<file path="src/rtl/pipe_hazard_ctrl.sv">
// Stall/flush sequencer for the 5-stage RV32I pipeline: load-use bubbles, EX redirects,
// data-memory freeze, halt latching and saturating stall/flush performance counters.
module pipe_hazard_ctrl #(
  parameter int CNT_W        = 32,
  parameter int DMEM_TIMEOUT = 1024
) (
  input  logic             i_clk,
  input  logic             i_rst_n,
  input  logic [4:0]       i_id_rs1_addr,
  input  logic [4:0]       i_id_rs2_addr,
  input  logic             i_id_uses_rs1,
  input  logic             i_id_uses_rs2,
  input  logic [4:0]       i_ex_rd_addr,
  input  logic             i_ex_mem_read,
  input  logic             i_ex_redirect,
  input  logic             i_mem_req,
  input  logic             i_dmem_ready,
  input  logic             i_wb_halt,
  output logic             o_pc_en,
  output logic             o_if_id_en,
  output logic             o_if_id_flush,
  output logic             o_id_ex_en,
  output logic             o_id_ex_flush,
  output logic             o_ex_mem_en,
  output logic             o_mem_wb_bubble,
  output logic             o_halted,
  output logic             o_dmem_timeout,
  output logic [CNT_W-1:0] o_stall_cycles,
  output logic [CNT_W-1:0] o_flush_count,
  output logic [1:0]       o_dbg_state
);

  localparam int WAIT_W = $clog2(DMEM_TIMEOUT);
  localparam logic [WAIT_W-1:0] WAIT_LAST = WAIT_W'(DMEM_TIMEOUT - 1);
  localparam logic [CNT_W-1:0]  CNT_MAX   = '1;

  typedef enum logic [1:0] {
    ST_RUN    = 2'd0,
    ST_DWAIT  = 2'd1,
    ST_HALTED = 2'd2
  } state_t;

  state_t            r_state, w_state_nxt;
  logic [WAIT_W-1:0] r_wait_cnt, w_wait_cnt_nxt;
  logic              r_timeout, w_timeout_nxt;
  logic [CNT_W-1:0]  r_stall_cnt, r_flush_cnt;

  logic w_freeze, w_lu, w_stall_inc, w_flush_inc;

  assign w_freeze = i_mem_req & ~i_dmem_ready;
  assign w_lu     = i_ex_mem_read & (i_ex_rd_addr != 5'd0) &
                    ((i_id_uses_rs1 & (i_id_rs1_addr == i_ex_rd_addr)) |
                     (i_id_uses_rs2 & (i_id_rs2_addr == i_ex_rd_addr)));

  assign w_stall_inc = (r_state != ST_HALTED) & (w_freeze | (w_lu & ~i_ex_redirect));
  assign w_flush_inc = (r_state != ST_HALTED) & i_ex_redirect & ~w_freeze;

  // A halt in WB wins over an outstanding wait: that instruction was latched before the freeze.
  always_comb begin
    w_state_nxt    = r_state;
    w_wait_cnt_nxt = r_wait_cnt;
    w_timeout_nxt  = r_timeout;
    case (r_state)
      ST_RUN: begin
        if (i_wb_halt) begin
          w_state_nxt = ST_HALTED;
        end else if (w_freeze) begin
          w_state_nxt    = ST_DWAIT;
          w_wait_cnt_nxt = WAIT_W'(1);
        end
      end
      ST_DWAIT: begin
        if (i_wb_halt) begin
          w_state_nxt    = ST_HALTED;
          w_wait_cnt_nxt = '0;
        end else if (i_dmem_ready) begin
          w_state_nxt    = ST_RUN;
          w_wait_cnt_nxt = '0;
        end else if (r_wait_cnt == WAIT_LAST) begin
          w_timeout_nxt = 1'b1;
        end else begin
          w_wait_cnt_nxt = r_wait_cnt + WAIT_W'(1);
        end
      end
      ST_HALTED: begin
        w_state_nxt = ST_HALTED;
      end
      default: begin
        w_state_nxt    = ST_RUN;
        w_wait_cnt_nxt = '0;
      end
    endcase
  end

  always_comb begin
    o_pc_en         = 1'b0;
    o_if_id_en      = 1'b0;
    o_if_id_flush   = 1'b0;
    o_id_ex_en      = 1'b0;
    o_id_ex_flush   = 1'b0;
    o_ex_mem_en     = 1'b0;
    o_mem_wb_bubble = 1'b0;
    if (!i_rst_n) begin
      o_if_id_flush   = 1'b1;
      o_id_ex_flush   = 1'b1;
      o_mem_wb_bubble = 1'b1;
    end else if (r_state == ST_HALTED) begin
      o_pc_en = 1'b0;
    end else if (w_freeze) begin
      o_mem_wb_bubble = 1'b1;
    end else if (i_ex_redirect) begin
      o_pc_en       = 1'b1;
      o_if_id_en    = 1'b1;
      o_if_id_flush = 1'b1;
      o_id_ex_en    = 1'b1;
      o_id_ex_flush = 1'b1;
      o_ex_mem_en   = 1'b1;
    end else if (w_lu) begin
      // Hold PC and IF/ID one cycle; the bubble lets the load reach MEM for forwarding.
      o_id_ex_en    = 1'b1;
      o_id_ex_flush = 1'b1;
      o_ex_mem_en   = 1'b1;
    end else begin
      o_pc_en     = 1'b1;
      o_if_id_en  = 1'b1;
      o_id_ex_en  = 1'b1;
      o_ex_mem_en = 1'b1;
    end
  end

  always_ff @(posedge i_clk) begin
    if (!i_rst_n) begin
      r_state     <= ST_RUN;
      r_wait_cnt  <= '0;
      r_timeout   <= 1'b0;
      r_stall_cnt <= '0;
      r_flush_cnt <= '0;
    end else begin
      r_state    <= w_state_nxt;
      r_wait_cnt <= w_wait_cnt_nxt;
      r_timeout  <= w_timeout_nxt;
      if (w_stall_inc && (r_stall_cnt != CNT_MAX)) begin
        r_stall_cnt <= r_stall_cnt + CNT_W'(1);
      end
      if (w_flush_inc && (r_flush_cnt != CNT_MAX)) begin
        r_flush_cnt <= r_flush_cnt + CNT_W'(1);
      end
    end
  end

  assign o_halted       = (r_state == ST_HALTED);
  assign o_dmem_timeout = r_timeout;
  assign o_stall_cycles = r_stall_cnt;
  assign o_flush_count  = r_flush_cnt;
  assign o_dbg_state    = r_state;

endmodule

</file>
<file path="config.mk">
export PLATFORM = sky130hd
export DESIGN_NAME = pipe_hazard_ctrl
export DESIGN_NICKNAME = d
export VERILOG_FILES = /design/src/rtl/pipe_hazard_ctrl.sv
export SDC_FILE = /design/constraint.sdc
export NUM_CORES = 1
export LEC_CHECK = 0
export BUFFER_PORTS_ARGS = -buffer_cell sky130_fd_sc_hd__buf_2
export CAP_MARGIN = 20
export CORE_AREA = 2 2 109 79
export CTS_BUF_LIST = sky130_fd_sc_hd__clkbuf_4 sky130_fd_sc_hd__clkbuf_8 sky130_fd_sc_hd__clkbuf_16
export DETAILED_ROUTE_END_ITERATION = 12
export DIE_AREA = 0 0 111 81
export PLACE_DENSITY = 0.81
export REMOVE_ABC_BUFFERS = 1
export SLEW_MARGIN = 25
export SYNTH_ARGS = -nofsm -noshare
export SYNTH_HDL_FRONTEND = slang
export SYNTH_SLANG_ARGS = --single-unit
</file>
<file path="constraint.sdc">
create_clock -name i_clk -period 2.87 [get_ports i_clk]
set_input_delay 0.574 -clock i_clk [delete_from_list [all_inputs] [get_ports i_clk]]
set_output_delay 0.574 -clock i_clk [all_outputs]
set_load 0.005 [all_outputs]
</file>
# Word-level counts from Yosys, hierarchy flattened
# Index checks and enable logic that the tools add are counted.
# op_classes
n_reduce_logical	7
n_eq_ne	13
n_bitwise	16
muxes	31
add_sub_neg	3
# ops
cell	n
32-bit by 1-bit adder with 32-bit output (second input constant)	2
32-bit != test (second input constant)	2
10-bit 2-to-1 mux	5
10-bit one-hot mux with 3 select lines	1
1-bit 2-to-1 mux	20
10-bit by 1-bit adder with 10-bit output (second input constant)	1
10-bit equality test (second input constant)	1
5-bit equality test	2
1-bit bitwise AND	9
2-bit 2-to-1 mux	4
4-bit AND reduction	2
2-bit != test (second input constant)	3
3-bit != test (second input constant)	2
2-bit one-hot mux with 3 select lines	1
1-bit inverter	5
5-bit nonzero test	1
4-bit != test (second input constant)	1
2-bit by 1-bit equality test with 1-bit output (second input constant)	1
2-bit equality test (second input constant)	1
1-bit logical AND	2
2-bit logical NOT	1
1-bit OR	2
2-bit AND reduction	1
# totals
output_inout_bits	75
input_bits	24
ff_bits	77
wordCells	75

# Logic depth before layout (Yosys ltp)
# logic_depth
word_depth	9
depth_mapped	8

# Least setup slack after synthesis
# OpenSTA, ideal clock, no wires.
# synth_path
path_type	input to output
from	in i_ex_rd_addr[1]
to	out o_pc_en
t_required_ps	2296
stages	5
t_arrival_ps	1689
n_path_buf	1
path_slack_ps	607
path_cell_list	or4_1 > o21ai_0 > nand2b_1 > o21a_1 > buf_4
# synth_between
elab_chain_cells	9
elab_cells_between_ends	13
classes_between	eq/ne: 2; mux: 5; bitwise: 5; reduce/logical: 1
# synth_rtl
element	line	rtl
start: declaration	13	input logic [4:0] i_ex_rd_addr,
5-bit equality test (on tied branches)	52, 53	
1-bit bitwise AND (on tied branches)	52, 53	
1-bit OR	52	((i_id_uses_rs1 & (i_id_rs1_addr == i_ex_rd_addr)) |
1-bit bitwise AND *	51	assign w_lu = i_ex_mem_read & (i_ex_rd_addr != 5'd0) &
1-bit 2-to-1 mux * (5 in a row)	--	
end: declaration	19	output logic o_pc_en,
# Mark *: on every way between the ends. The rest lies on a longest branch, timed or not.

# Final worst setup path
# layout_path
from	in i_ex_rd_addr[1]
to	out o_id_ex_flush
# layout_between
elab_chain_cells	9
elab_cells_between_ends	13
classes_between	eq/ne: 2; mux: 5; bitwise: 5; reduce/logical: 1
# layout_rtl
element	line	rtl
5-bit equality test (on tied branches)	52, 53	
1-bit bitwise AND (on tied branches)	52, 53	
1-bit OR	52	
1-bit bitwise AND *	51	
1-bit 2-to-1 mux *	118	end else if (w_lu) begin
1-bit 2-to-1 mux *	111	end else if (i_ex_redirect) begin
1-bit 2-to-1 mux *	109	end else if (w_freeze) begin
1-bit 2-to-1 mux *	107	end else if (r_state == ST_HALTED) begin
1-bit 2-to-1 mux *	103	if (!i_rst_n) begin
end: declaration	23	output logic o_id_ex_flush,
# Marks and branches as above.

==> summary.md <==
| Metric | Value |
|---|---|
| Die Footprint | 0.00899 mm^2 |
| Post-synth top cells | dfxtp_1, nand2_1, nor2_1 |
| Initial drt markers | 340 |
| Largest net degree at the start of global routing | 56 |
| Fmax | 388 MHz |
| Outcome | completed |
| Routed Wire Length | 11.4 mm |
| Post-synthesis register bit count | 77 |
| YS warnings | 0 |
| Final Hold Viols | 0 |
| Total clock sinks | 77 |
| WP data required | 2.30 ns |
| Hold endpoint | r_wait_cnt[1] |
| Row count | 28 |
| Adder-cell share of the synthesized area | 0.899% |
| FF-to-FF End | o_stall_cycles[30] |
| Area Overhead vs Synth | 22.2% |
| Final Skew | 0.00550 ns |
| TritonCTS clock tree | built |
| Fill cell count | 697 |
| Pwr per Cell Area | 484 mW/mm^2 |
| Chip width | 111 um |
| Initial antenna violation count | 0 |
| Main flop type after synthesis | dfxtp_1 |
| Buffers on Ports | 98 |
| Most frequent cell after synthesis | dfxtp_1 |
| Hold Startpoint | r_wait_cnt[1] |
| Routed wl met2 | 5.35 mm |
| Post-layout nets | 628 |
| Final Max Slew Viols | 0 |
| Clock Latency Late Sink | 0.33 ns |
| XOR/XNOR Fraction of Synth Area | 8.18% |
| Gr usage total | 25.0% |
| DP Worst Slack | 0.251 ns |
| Max cap viols | 0 |
| Setup CP Type | primary input to primary output |
| Post-route ant nets | 0 |
| Reg2reg setup slack | 0.39 ns |
| Clock Pin Slew Worst Setup and Hold Paths | 0.06 ns |
| Synth cell types | 50 |
| Async SR Flop Fraction | 0% |
| WL met3 | 874 um |
| Unrepaired setup endpoints after global routing | no |
| Post-layout minimum cycle time | 2.58 ns |
| Worst slew margin | 52.0% |
| Htree depth | 3 |
| Syn avg cell area | 8.22 um^2 |
| Sequential-to-total area share from yosys stat | 36.9% |
| Routed WL per cell | 16.1 um |
| Mapped cell area | 0.00418 mm^2 |
| CP Max Fanout | 3 |
| HPWL after detailed placement | 8.08 mm |
| Die Span Y | 81 um |
| # hold bufs at CTS | 0 |
| Initial Util | 51.6% |
| Vias in the first global route | 3,848 |
| Least-Margin Pin Slew | 0.715 ns |
| CTS Buf Count | 9 |
| Hold path depth | 2 |
| CTS Buffer Depth | 2 |
| Leak | 1.87 nW |
| CP Launch Type | primary input |
| Final total power | 2.47 mW |
| Vias | 4,345 |
| Largest family of logic cells by synthesized area | simple AND/OR/NAND/NOR gates |
| Yosys top cell area share | 36.9% |
| Mux cell area share after synthesis | 1.20% |
| Number of antenna diodes | 0 |
| Synth top area cells | dfxtp_1, xnor2_1, nand2_1, nor2_1, a21oi_1 |
| R2R Path Start | o_stall_cycles[0] |
| Final worst slack | 0.294 ns |
| Crit path arrival time | 2.00 ns |
| Root Buffer | clkbuf_16 |
| EDFF count, synth | 0 |
| Cell taking the most area after synthesis | dfxtp_1 |
| Placer Congestion | 0.954 |
| Top-level I/O count | 99 |
| Compound-Gate Fraction of Synth Area | 14.5% |
| Layout cell share with drive strength beyond 1 | 22.8% |
| Drt drc | 0 |
| Final setup violation count | 0 |
| # Post-CTS Setup Buffers | 0 |
| PostCTS Resize Cnt | 0 |
| Via/cell ratio | 6.11 |
| DR pass1 iterations | 5 |
| Core area | 0.00809 mm^2 |
| Crit end category | primary output |
| Class of the worst hold path | flip-flop to flip-flop |
| Final Cycle Share | 89.7% |
| M1 wire length | 5.04 mm |
| First-pass GRT wire length | 18.3 mm |
| GR Overflow Total | 0 |
| Top layer in use | met4 |
| Cell count after synthesis | 508 |
| Peak supply drop | 0.438 mV |
| Cells on worst reg2reg path | 7 |
| Simple-gate portion of the synthesized area | 34.7% |
[worst max-delay path, cell delays in order]
cell,delay (ns)
buf_2,0.12
or4_1,0.52
o21ai_0,0.28
nand2b_1,0.22
o311ai_0,0.12
buf_2,0.16
[worst max path at each step]
stage,start,to,cells past startpoint
after floorplan,i_ex_rd_addr[1],o_stall_cycles[16],6
after global placement,i_ex_rd_addr[1],o_id_ex_flush,6
after detailed placement,i_ex_rd_addr[1],o_stall_cycles[16],8
after CTS,i_ex_rd_addr[1],o_id_ex_flush,6
after global routing,i_ex_rd_addr[1],o_id_ex_flush,7
final,i_ex_rd_addr[1],o_id_ex_flush,6
[power by group]
part / leakage (nW) / switching [mW] / total (mW) / internal [mW]
Combinational: 1.10 / 0.0933 / 0.150 / 0.0572
Sequential: 0.621 / 0.00956 / 1.08 / 1.08
Clock: 0.158 / 0.453 / 1.24 / 0.783
Total: 1.87 / 0.555 / 2.47 / 1.92
[cell type report]
| type | instances | area [um^2] | area share, % |
|---|---|---|---|
| Clock inverter | 6 | 86.3 | 1.69 |
| Clock buffer | 10 | 239 | 4.68 |
| Multi-Input combinational cell | 397 | 2500 | 49.0 |
| Tap cell | 105 | 131 | 2.57 |
| Inverter | 9 | 33.8 | 0.662 |
| Timing Repair Buffer | 107 | 571 | 11.2 |
| Sequential cell | 77 | 1540 | 30.2 |
[placed cells by master (no fill, tap or decap), types with 4 or more instances in the layout]
| cell type | n |
|---|---|
| nor2_1 | 43 |
| a21oi_1 | 32 |
| nand4_1 | 24 |
| clkbuf_16 | 9 |
| xnor2_1 | 25 |
| o311ai_0 | 4 |
| o21a_1 | 6 |
| o41ai_1 | 6 |
| nand2b_1 | 12 |
| and3_1 | 6 |
| inv_1 | 8 |
| dfxtp_1 | 77 |
| nor4_1 | 12 |
| and4_1 | 9 |
| buf_2 | 98 |
| nand3_1 | 30 |
| or3_1 | 13 |
| or4_1 | 17 |
| o31a_1 | 5 |
| o31ai_1 | 16 |
| o21ai_0 | 15 |
| nor3_1 | 19 |
| and2_1 | 7 |
| mux2i_1 | 5 |
| nand2_1 | 45 |
| buf_4 | 8 |
| xor2_1 | 14 |
[cells by family after synthesis]
kind of cell               Yosys count
muxes                                5
buffers and inverters               34
xor gates and xnor gates            39
and+or+nand+nor                    259
adders and majority gates            3
AOI/OAI and AO/OA                   91
DFF                                 77
[through the flow]
step | instance area [um^2] | util [%] | hold WS [ns] | setup TNS (ns) | instances
after global placement | 4780 | 59.0 | 0.448 | 0 | 695
after detailed placement | 4780 | 59.0 | 0.475 | 0 | 695
after CTS | 5100 | 63.0 | 0.490 | 0 | 711
final | 5100 | 63.0 | 0.489 | 0 | 711
after floorplan | 4060 | - | 0.449 | -1.63 | 483
after global routing | 5100 | 63.0 | 0.514 | 0 | 711
[flip-flops by register name, indices dropped and copies added, names as in the netlist]
register,flops
r_wait_cnt,10
o_flush_count,32
o_stall_cycles,32
o_dbg_state,2
o_dmem_timeout,1
[metal layers]
layer,vias up,track usage [%]
met1,2071,33.2
met3,18,7.01
met5,-,0
met2,189,40.1
li1,2067,-
met4,0,7.50
No activity file was read; power rests on OpenSTA's default activity.
